===== src/rtl/prng_pkg.sv =====
// Shared constants, FSM state type and LFSR step function for the PRNG stream.
package prng_pkg;

    localparam int LFSR_W = 32;

    // Feedback taps of the 32-bit Fibonacci LFSR
    localparam int TAP_A = 31;
    localparam int TAP_B = 21;
    localparam int TAP_C = 1;
    localparam int TAP_D = 0;

    localparam logic [LFSR_W-1:0] DEFAULT_SEED = 32'd3515;

    typedef enum logic [1:0] {
        WARM = 2'd0,
        GEN  = 2'd1,
        HOLD = 2'd2
    } state_t;

    // One shift: move left, feed the XOR of the taps into bit 0
    function automatic logic [LFSR_W-1:0] lfsr_next(input logic [LFSR_W-1:0] v);
        return {v[LFSR_W-2:0], v[TAP_A] ^ v[TAP_B] ^ v[TAP_C] ^ v[TAP_D]};
    endfunction

endpackage


===== src/rtl/prng_stream_if.sv =====
// Output word stream of the PRNG.
//
// Handshake: a word moves from master to slave on every rising clock edge
// where dout_valid and dout_ready are both high. While dout_valid is high and
// dout_ready is low, the master keeps dout and dout_valid unchanged. The
// master never waits for dout_ready before raising dout_valid.
interface prng_stream_if #(
    parameter int OUT_W = 8
);
    logic [OUT_W-1:0] dout;
    logic             dout_valid;
    logic             dout_ready;

    modport master (
        output dout,
        output dout_valid,
        input  dout_ready
    );

    modport slave (
        input  dout,
        input  dout_valid,
        output dout_ready
    );
endinterface


===== src/rtl/prng_lfsr32.sv =====
// 32-bit Fibonacci LFSR register with synchronous load and shift controls.
module prng_lfsr32 import prng_pkg::*; #(
    parameter logic [LFSR_W-1:0] SEED = DEFAULT_SEED
) (
    input  logic              clk,
    input  logic              res,
    input  logic              shift,
    input  logic              load,
    input  logic [LFSR_W-1:0] load_val,
    output logic [LFSR_W-1:0] value
);

    // LFSR register: load wins over shift, otherwise hold
    always_ff @(posedge clk or negedge res) begin
        if (!res) begin
            value <= SEED;
        end else if (load) begin
            value <= load_val;
        end else if (shift) begin
            value <= lfsr_next(value);
        end
    end

endmodule


===== src/rtl/prng_stream.sv =====
// PRNG word stream: warms up the LFSR, assembles OUT_W bits LSB first into a
// word and hands words out through a valid/ready register, parking one
// completed word in the assembly register when the consumer stalls.
module prng_stream import prng_pkg::*; #(
    parameter logic [LFSR_W-1:0] SEED   = DEFAULT_SEED,
    parameter int                OUT_W  = 8,
    parameter int                WARMUP = 33
) (
    input  logic              clk,
    input  logic              res,
    input  logic              ena,
    input  logic              seed_load,
    input  logic [LFSR_W-1:0] seed_in,
    output logic              busy,
    output state_t            fsm_state,
    prng_stream_if.master     stream
);

    localparam int                IDX_W     = (OUT_W > 1) ? $clog2(OUT_W) : 1;
    localparam logic [IDX_W-1:0]  IDX_LAST  = IDX_W'(OUT_W - 1);
    localparam logic [7:0]        WARM_LAST = 8'(WARMUP - 1);
    // With no warm-up the generator starts producing bits straight away
    localparam state_t            START     = (WARMUP == 0) ? GEN : WARM;

    state_t            state_q;
    state_t            state_d;
    logic [7:0]        warm_q;
    logic [IDX_W-1:0]  idx_q;
    logic [OUT_W-1:0]  asm_q;
    logic [OUT_W-1:0]  dout_q;
    logic              valid_q;

    logic [LFSR_W-1:0] lfsr;
    logic [LFSR_W-1:0] load_val;
    logic              shift;
    logic              word_done;
    logic              deliver;
    logic              unpark;
    logic              accept;
    logic [OUT_W-1:0]  word;

    assign accept   = valid_q & stream.dout_ready;
    assign load_val = (seed_in == '0) ? SEED : seed_in;

    prng_lfsr32 #(
        .SEED (SEED)
    ) u_lfsr (
        .clk      (clk),
        .res      (res),
        .shift    (shift),
        .load     (seed_load),
        .load_val (load_val),
        .value    (lfsr)
    );

    // Assembly word with the current LFSR MSB dropped into slot idx
    always_comb begin
        word        = asm_q;
        word[idx_q] = lfsr[LFSR_W-1];
    end

    // FSM state register
    always_ff @(posedge clk or negedge res) begin
        if (!res) begin
            state_q <= START;
        end else begin
            state_q <= state_d;
        end
    end

    // Next state and datapath controls; seed_load overrides everything
    always_comb begin
        state_d   = state_q;
        shift     = 1'b0;
        word_done = 1'b0;
        deliver   = 1'b0;
        unpark    = 1'b0;
        if (seed_load) begin
            state_d = START;
        end else begin
            case (state_q)
                WARM: begin
                    if (ena) begin
                        shift = 1'b1;
                        if (warm_q == WARM_LAST) begin
                            state_d = GEN;
                        end
                    end
                end
                GEN: begin
                    if (ena) begin
                        shift = 1'b1;
                        if (idx_q == IDX_LAST) begin
                            word_done = 1'b1;
                            if (!valid_q || accept) begin
                                deliver = 1'b1;
                            end else begin
                                state_d = HOLD;
                            end
                        end
                    end
                end
                HOLD: begin
                    // LFSR stays frozen; the parked word leaves once dout is taken
                    if (accept) begin
                        unpark  = 1'b1;
                        state_d = GEN;
                    end
                end
                default: state_d = START;
            endcase
        end
    end

    // Counters, assembly and output registers
    always_ff @(posedge clk or negedge res) begin
        if (!res) begin
            warm_q  <= '0;
            idx_q   <= '0;
            asm_q   <= '0;
            dout_q  <= '0;
            valid_q <= 1'b0;
        end else if (seed_load) begin
            warm_q  <= '0;
            idx_q   <= '0;
            asm_q   <= '0;
            dout_q  <= '0;
            valid_q <= 1'b0;
        end else begin
            if (state_q == WARM && ena) begin
                warm_q <= warm_q + 8'd1;
            end
            if (state_q == GEN && ena) begin
                asm_q <= word;
                if (word_done) begin
                    idx_q <= '0;
                end else begin
                    idx_q <= idx_q + 1'b1;
                end
            end
            if (deliver) begin
                dout_q  <= word;
                valid_q <= 1'b1;
            end else if (unpark) begin
                dout_q  <= asm_q;
                valid_q <= 1'b1;
            end else if (accept) begin
                valid_q <= 1'b0;
            end
        end
    end

    assign busy              = (state_q == WARM);
    assign fsm_state         = state_q;
    assign stream.dout       = dout_q;
    assign stream.dout_valid = valid_q;

endmodule


===== src/flat_wrapper.sv =====
// flat-port wrapper written by rule: the top's interface ports become plain ports
module prng_stream_flat import prng_pkg::*;
#(
    parameter logic [LFSR_W-1:0] SEED   = DEFAULT_SEED,
    parameter int                OUT_W  = 8,
    parameter int                WARMUP = 33
)
  (clk, res, ena, seed_load, seed_in, busy, fsm_state, stream_dout, stream_dout_valid, stream_dout_ready);
  prng_stream_if #(.OUT_W(OUT_W)) stream_i ();
  input  logic clk;
  input  logic res;
  input  logic ena;
  input  logic seed_load;
  input  logic [LFSR_W-1:0] seed_in;
  output logic busy;
  output state_t fsm_state;
  output wire logic [$bits(stream_i.dout)-1:0] stream_dout;
  output wire logic [$bits(stream_i.dout_valid)-1:0] stream_dout_valid;
  input wire logic [$bits(stream_i.dout_ready)-1:0] stream_dout_ready;
  assign stream_dout = stream_i.dout;
  assign stream_dout_valid = stream_i.dout_valid;
  assign stream_i.dout_ready = stream_dout_ready;
  prng_stream #(.SEED(SEED), .OUT_W(OUT_W), .WARMUP(WARMUP)) u_core (.clk(clk), .res(res), .ena(ena), .seed_load(seed_load), .seed_in(seed_in), .busy(busy), .fsm_state(fsm_state), .stream(stream_i));
endmodule

===== config.mk =====
export PLATFORM = sky130hd
export DESIGN_NAME = prng_stream_flat
export DESIGN_NICKNAME = d
export VERILOG_FILES = /design/src/rtl/prng_pkg.sv /design/src/rtl/prng_stream_if.sv /design/src/rtl/prng_lfsr32.sv /design/src/rtl/prng_stream.sv /design/src/flat_wrapper.sv
export SDC_FILE = /design/constraint.sdc
export NUM_CORES = 1
export LEC_CHECK = 0
export ABC_AREA = 0
export CAP_MARGIN = 20
export CORE_UTILIZATION = 35
export DETAILED_ROUTE_END_ITERATION = 7
export DONT_BUFFER_PORTS = 1
export PLACE_DENSITY_LB_ADDON = 0.1
export REMOVE_ABC_BUFFERS = 1
export SYNTH_ARGS = -nofsm -noshare
export SYNTH_HDL_FRONTEND = slang
export SYNTH_SLANG_ARGS = --single-unit

===== constraint.sdc =====
create_clock -name clk -period 3.1 [get_ports clk]
set_input_delay 0.31 -clock clk [delete_from_list [all_inputs] [get_ports clk]]
set_output_delay 0.31 -clock clk [all_outputs]
set_load 0.02 [all_outputs]

# == Word level (Yosys, flattened, before mapping) ==
# Index checks and enable logic that the tools add are counted.
# totals
output_inout_bits,12
regBits,62
wordCells,82
inputBits,37
# classes
n_bitwise,4
add_sub_neg,2
n_reduce_logical,14
n_eq_ne,10
muxes,43
magnitude_cmp,2
# op_table
operator,n
$mux 32,3
$mux 8,7
$logic_not 32->1,1
$mux 1,20
$mux 2,7
$mux 3,3
$ne 3x2->1 const B,3
$ne 3x3->1 const B,3
$add 8x1->8 const B,1
$bwmux 8,1
$eq 8x6->1 const B,1
$pmux 2 s3,1
$reduce_and 6->1,1
$reduce_bool 2->1,3
$lt 3x4->1 const B,1
$reduce_bool 4->1,1
$add 3x1->3 const B,1
$demux 1 s3,1
$eq 3x3->1 const B,1
$ge 3x1->1 const B,1
$logic_and 1x1->1,3
$reduce_bool 3->1,1
$xor 1x1->1,3
$eq 2x1->1 const B,1
6 further kinds,6

# == Logic depth before layout (Yosys ltp) ==
# Gate-level depths: netlist of run 1.
# logic_depth
word_depth,9
depth_mapped,6

# == By module ==
# Synthesis of run 1 repeated with hierarchy kept, for this count alone.
# unflattened
hier_cells,345
hier_area_um2,3311.9
# by_module_without_submodules
module,instances,cells_each,area_each_um2
prng_stream,1,199,1790.5
prng_lfsr32,1,146,1521.5

# == Worst setup path before layout of run 1 ==
# Ideal clock, no wire load.
# synth_path
path_type,reg-to-reg
startpoint,"reg u_core.state_q[1], in the netlist u_core.fsm_state[1]"
endpoint,"reg u_core.dout_q[7], in the netlist u_core.stream.dout[7]"
required_time_ns,3.006
arrival_ns,1.363
n_path_buf,0
synth_period_minus_slack_ns,1.457
slack_ns,1.643
setup_ns,0.094
path_stages_with_launch,5
path_cell_list,dfrtp_1 nor2b_2 nand3_4 mux2i_1 a211oi_1
# synth_between
elab_chain_cells,5
word_cells_on_any_way,9
cone_classes,eq/ne (2); mux (6); reduce/logical (1)
# synth_rtl
element,line,rtl
start: declaration,prng_stream.sv:25,state_t state_q;
start signal: assignment,prng_stream.sv:67,state_q <= state_d;
$eq 2x1->1,prng_stream.sv:81,case (state_q)
$mux 1,prng_stream.sv:81,
$mux 1,prng_stream.sv:78,if (seed_load) begin
$mux 8,prng_stream.sv:141,if (deliver) begin
$mux 8,prng_stream.sv:123,end else if (seed_load) begin
end signal: assignment,prng_stream.sv:142,dout_q <= word;
end signal: assignment,prng_stream.sv:145,dout_q <= asm_q;
end: declaration,prng_stream.sv:30,logic [OUT_W-1:0] dout_q;
# Parallel ways exist; a longest one is shown, timed or not.
# A chain may end at the register's enable or synchronous reset.

# == Worst setup path in the final report of run 1 ==
# layout_path
startpoint,"reg u_core.state_q[1], in the netlist u_core.fsm_state[1]"
endpoint,"reg u_core.dout_q[2], in the netlist u_core.stream.dout[2]"
# The elaborated chain is that of the path after synthesis.

==> impl_metrics.py, run 1 <==
metrics = {
    "place": {
        "dp.cells": 419,
        "dpl_cell_area_um2": 3310,
        "gp_congestion": 0.708,
        "dp_hpwl_mm": 4.24,
        "portBuffers": 0,
    },
    "cts": {
        "cts_setup_buffers": 0,
        "clock_sinks": 62,
        "cts-root-buf": "clkbuf_8",
        "cts_tree": "yes",
        "clk_latency_ps": 340,
        "clk_pin_slew_ps": 70,
        "htreeDepth": 3,
        "cts-buffers-inserted": 9,
        "cts_max_path_buffers": 2,
        "cts_resized": 0,
    },
    "synthesis": {
        "synth_cells": 331,
        "ys_seq_elements": 62,
        "ys_types": 41,
        "syn_area_um2": 3290,
        "yosysSeqAreaShare_pct": 47.6,
        "synthesis.area_per_instance_um2": 9.93,
        "synth-warning-count": 0,
    },
    "sta": {
        "hold_viol_final": 0,
        "fin_crit_sh_pct": 64.1,
        "finalSetupViolCount": 0,
        "drv_slew": 0,
        "setup_tns_ps": 0,
        "tightest_slew_ps": 560,
        "period_minus_slack_ps": 1990,
        "grt_setup_unrepaired": "no",
        "fin_worst_skew_ps": 9.43,
        "slew_headroom_pct": 62.6,
        "fmax_mhz": 503,
    },
    "power": {
        "power_per_cell_area_nw_per_um2": 516,
        "irDropWorstVdd_mv": 0.267,
        "power.leakage_nw": 1.61,
        "total_power_mw": 1.84,
    },
    "global_route": {
        "top_usage_layer": "met2",
        "use_met1_pct": 19.9,
        "track_usage_pct": 15.1,
        "grt_pass1_vias": 2263,
        "grt_antenna_before_repair": 0,
        "grt_pass1_wl_mm": 11.4,
        "grt_max_degree": 95,
        "grt_overflow_total": 0,
        "gr-usage-met3_pct": 5.60,
        "grtUsageMet2_pct": 23.1,
    },
    "worst_setup_path": {
        "reg2reg_slack_ps": 1110,
        "crit_family": "simple AND/OR/NAND/NOR gates",
        "slowest_delay_ps": 600,
        "path_class": "reg2reg",
        "cp-start-kind": "register",
        "r2r.worst_path.cells": 3,
        "required_ps": 3340,
        "worstPathMaxFanout": 16,
        "r2r-start": "u_core.fsm_state[1]",
        "endpoint_kind": "register",
        "r2r_end": "u_core.stream.dout[2]",
        "critical_path.slowest_cell": "and3b_1",
        "path_cells": "and3b_1 -> nand3b_2 -> a211oi_1",
        "critical_path_arrival_ps": 2230,
        "path_buf_inv": 0,
    },
    "finish": {
        "layout_common_cells": "53 x dfrtp_1, 34 x nor2_1, 31 x nand2_1, 31 x mux2i_1, 20 x o21ai_1",
        "syn2layout_area_growth_pct": 8.72,
        "layout_commonest_cell": "dfrtp_1",
        "drive_gt1_share_pct": 12.5,
        "design_area_um2": 3570,
        "utilization_pct": 40.2,
        "antennaDiodeCount": 0,
        "final_cells": 437,
        "nets": 365,
    },
    "routing": {
        "ant_nets": 0,
        "drtPass1Iterations": 4,
        "drc_errors": 0,
        "drt-total-wl_mm": 6.82,
        "vias": 2346,
        "drtIter0Drc": 121,
        "routedWlPerCell_um": 15.6,
        "via_per_inst": 5.37,
    },
    "worst_hold_path": {
        "holdPathEnd": "u_core.u_lfsr.value[5]",
        "hold_start": "seed_load",
        "holdPathStages": 1,
        "hold_class": "in2reg",
    },
    "floorplan": {
        "fp.dieH_um": 98.9,
        "start_util_pct": 37.0,
        "fp-row-count": 34,
        "ios": 49,
        "die-area_um2": 9780,
        "core_region_area_um2": 8890,
        "die_x_um": 98.9,
    },
    "outcome": {
        "outcome": "complete, no violations",
    },
    "flow_run": {
        "drv_cap": 0,
    },
}
## per-stage QoR
stage / hold slack [ps] / setup slack [ps]
after detailed placement: 16.5 / 1120
final: 47.3 / 1110
after global routing: 13.7 / 968
after floorplan: 14.4 / 774
after global placement: 16.7 / 1180
after CTS: 15.5 / 1100
## worst reg2reg max path, delay by kind of cell, from the launching register on
kind            cells  cell delay, ps
simple gates        2            1010
flops               1             550
compound gates      1             330
## worst max path at each step
stage	cells past startpoint	start	endpoint	slack, ps
global route	3	u_core.fsm_state[1]	u_core.stream.dout[2]	970
floorplan	4	u_core.fsm_state[1]	u_core.u_lfsr.value[0]	770
CTS	3	u_core.fsm_state[1]	u_core.stream.dout[2]	1100
global placement	4	u_core.fsm_state[1]	u_core.stream.dout[6]	1180
finish	3	u_core.fsm_state[1]	u_core.stream.dout[2]	1110
detailed placement	3	u_core.fsm_state[1]	u_core.stream.dout[2]	1120
## cells by family (layout without fill, tap and decap cells)
group                      Yosys count  count (layout)  share of synthesized area, %
and+or+nand+nor                    126             126                          20.1
DFF                                 62              62                          47.6
AOI/OAI and AO/OA                   58              58                          10.6
muxes                               39              39                          12.2
buffers and inverters               33              31                          5.18
xor gates and xnor gates             9               9                          2.86
adders and majority gates            4               4                          1.52
## registers in the layout (all words and copies together) (netlist names)
signal / flops
u_core.stream.dout_valid: 1
u_core.stream.dout: 8
u_core.idx_q: 3
u_core.u_lfsr.value: 32
u_core.asm_q: 8
u_core.fsm_state: 2
u_core.warm_q: 8
## cell usage after synthesis (all sizes together)
cell	number	area share (%)
dfrtp	53	40
nor2	34	3.9
mux2i	31	9.4
nand2	31	3.5
o21ai	25	3.8
a211oi	16	3.7
buf	13	2.9
nor2b	13	2.6
inv	11	1.3
nor3	10	1.5
clkbuf	9	1.0
dfstp	9	7.2
a31oi	8	1.5
mux2	8	2.7
nor4	8	1.5
a21oi	7	1.1
nand3	6	1.3
nand3b	6	1.5
nand4	5	0.95
xor2	5	1.3
ha	4	1.5
nor3b	4	1.3
xnor2	3	0.80
and3	2	0.38
a2bb2oi	1	0.27
a32oi	1	0.27
and2	1	0.19
and2b	1	0.23
and3b	1	0.27
and4	1	0.27
nor4bb	1	0.30
or2	1	0.19
or3	1	0.19
xor3	1	0.72
## metal layers
layer  share of wire, %  up-vias
met3                5.4        5
li1                   -     1148
met1                 49     1129
met4                1.0        0
met5                  0        -
met2                 45       64
## final cells by class
cell class | count | area (um2)
sequential | 62 | 1560
fill | 903 | 5320
tap | 108 | 135
multi-input combinational | 236 | 1560
clock inverter | 6 | 85.1
inverter | 11 | 41.3
clock buffer | 10 | 138
timing repair buffer | 4 | 52.6
## report_power, final
group          internal, mW  switching, mW  leakage (nW)
combinational        0.0743         0.0695         0.711
clock                 0.472          0.332         0.108
sequential            0.866         0.0306         0.792
total                  1.41          0.432          1.61
## repair_timing
action                                  in CTS  in global routing
endpoints found under the setup margin       0                  0
hold endpoints to repair                    62                  0
hold buffers                                 2                  0
(Power assumes the default switching activity.)
==> inputs of run 2 (changes only) <==
==> constraint.sdc (replaced) <==
create_clock -name clk -period 1.7 [get_ports clk]
set_input_delay 0.17 -clock clk [delete_from_list [all_inputs] [get_ports clk]]
set_output_delay 0.17 -clock clk [all_outputs]
set_load 0.02 [all_outputs]
==> run 2 against run 1 <==
Compared with the run above:
- the run now ends with negative hold slack left
- clock power up 87%
- non-clock buffer count up 6
- largest cell class is now multi-input gates
- clock skew up 1.1 ps
- final cell count up 1.4%
- sequential power up 83%
- largest power group unchanged
- sequential cell count unchanged
==> impl_metrics.py, run 2 (synthesized netlist as in run 1, its figures left out) <==
metrics = {
    "sta": {
        "slew_headroom_pct": 67.4,
        "hold_viol_final": 62,
        "fin_worst_skew_ps": 10.6,
        "tightest_slew_ps": 489,
        "period_minus_slack_ps": 1500,
        "fmax_mhz": 668,
        "holdWs_ps": -95.9,
        "fin_crit_sh_pct": 88.1,
        "grt_setup_unrepaired": "no",
        "finalSetupViolCount": 0,
        "drv_slew": 0,
        "fin_ws_ps": 202,
    },
    "power": {
        "power_per_cell_area_nw_per_um2": 932,
        "irDropWorstVdd_mv": 0.359,
        "power.leakage_nw": 1.70,
    },
    "cts": {
        "cts_setup_buffers": 0,
        "cts_max_path_buffers": 2,
        "clk_pin_slew_ps": 70,
        "cts-root-buf": "clkbuf_8",
        "clock_sinks": 62,
        "cts_hold_buf": 2,
        "cts-buffers-inserted": 9,
        "cts_tree": "yes",
        "htreeDepth": 3,
        "clk_latency_ps": 330,
    },
    "finish": {
        "layout_common_cells": "53 x dfrtp_1, 34 x nor2_1, 31 x nand2_1, 31 x mux2i_1, 20 x o21ai_1",
        "largest_reg_flops": 32,
        "largest_register": "u_core.u_lfsr.value",
        "multiInputGateArea_um2": 1570,
        "syn2layout_area_growth_pct": 11.1,
        "antennaDiodeCount": 0,
        "ff_latch_area_um2": 1560,
        "nets": 371,
        "num-fill-cells": 889,
        "design_area_um2": 3650,
        "drive_gt1_share_pct": 13.7,
        "layout_commonest_cell": "dfrtp_1",
        "final_cells": 443,
    },
    "worst_setup_path": {
        "crit_family": "flip-flops",
        "critical_path.slowest_cell": "dfrtp_1",
        "worstPathMaxFanout": 10,
        "path_buf_inv": 0,
        "critical_path_arrival_ps": 1720,
        "slowest_delay_ps": 510,
        "cp-start-kind": "register",
        "path_cells": "ha_1 -> nand3_1 -> a32oi_1 -> o21ai_0 -> nor2b_1",
        "endpoint_kind": "register",
        "required_ps": 1930,
        "path_class": "reg2reg",
    },
    "routing": {
        "drc_errors": 0,
        "drtIter0Drc": 94,
        "drt-total-wl_mm": 6.66,
        "via_per_inst": 5.14,
        "routedWlPerCell_um": 15.0,
        "vias": 2275,
        "drtPass1Iterations": 4,
        "ant_nets": 0,
    },
    "global_route": {
        "grt_pass1_vias": 2407,
        "grt_max_degree": 95,
        "grt_overflow_total": 0,
        "grt_antenna_before_repair": 0,
        "grt_pass1_wl_mm": 11.4,
        "track_usage_pct": 14.8,
    },
    "place": {
        "portBuffers": 0,
        "dpl_cell_area_um2": 3370,
        "dp.cells": 425,
        "dp_hpwl_mm": 4.20,
        "gp_congestion": 0.719,
        "pre_cts_ws_ps": 117,
    },
    "flow_run": {
        "drv_cap": 0,
    },
    "outcome": {
        "violations": "negative hold slack",
        "outcome": "finished, violations left",
    },
    "floorplan": {
        "die-area_um2": 9780,
        "fp-row-count": 34,
        "die_x_um": 98.9,
        "start_util_pct": 37.0,
        "fp.dieH_um": 98.9,
        "ios": 49,
        "core_region_area_um2": 8890,
    },
    "worst_hold_path": {
        "hold_class": "in2reg",
    },
}
==> run 2: area by class of cell <==
| type | count | share of cell area [%] |
|---|---|---|
| flip-flops and latches | 62 | 42.8 |
| inverters | 11 | 1.13 |
| repair buffers | 10 | 3.02 |
| clock inverters | 3 | 1.78 |
| clock buffers | 13 | 4.63 |
| multi-input cells | 236 | 42.9 |
| well taps | 108 | 3.70 |
==> run 2: worst paths after layout <==
path	from	to	slack, ps	cells past startpoint
max in group asynchronous	res	u_core.u_lfsr.value[11]	1010	2
hold reg to reg	u_core.u_lfsr.value[30]	u_core.u_lfsr.value[30]	550	2
min in group asynchronous	res	u_core.warm_q[0]	360	2
setup / recovery	u_core.idx_q[2]	u_core.fsm_state[0]	200	5
setup reg to reg	u_core.idx_q[2]	u_core.fsm_state[0]	200	5
hold / removal	seed_load	u_core.u_lfsr.value[10]	-100	1
==> run 2: timing repair <==
| action | 4_1_cts | 5_1_grt |
|---|---|---|
| gates resized for setup | 0 | 1 |
| setup endpoints to repair | 0 | 7 |
| endpoints found under the hold margin | 124 | 62 |
==> run 2: metrics by stage <==
step                total power, mW  hold WS, ps  util [%]  setup TNS [ps]
floorplan                      1.84         -126         -          -16500
global placement               1.89         -123      37.9               0
detailed placement             1.89         -123      37.9               0
CTS                            3.48         -127      41.0               0
global route                   3.56         -127      41.0               0
finish                         3.40        -95.9      41.0               0
==> run 2: report_power, final <==
group / total [mW] / switching [mW] / internal, mW
Combinational: 0.263 / 0.126 / 0.137
Sequential: 1.64 / 0.0564 / 1.58
Clock: 1.50 / 0.558 / 0.945
==> run 2: worst reg2reg max path, stage by stage (launching register included) <==
cell and delay (ps):
dfrtp_1 510, ha_1 370, nand3_1 130, a32oi_1 170
o21ai_0 90, nor2b_1 130
==> run 2: per-layer routing <==
metal	routed length [um]	up-vias	part of all wire (%)	global-route usage (%)
met5	0	-	0	0
met4	64	0	0.96	5.51
met3	264	4	4.0	3.69
met2	3170	44	48	24.3
met1	3160	1064	47	18.9
li1	-	1163	-	-
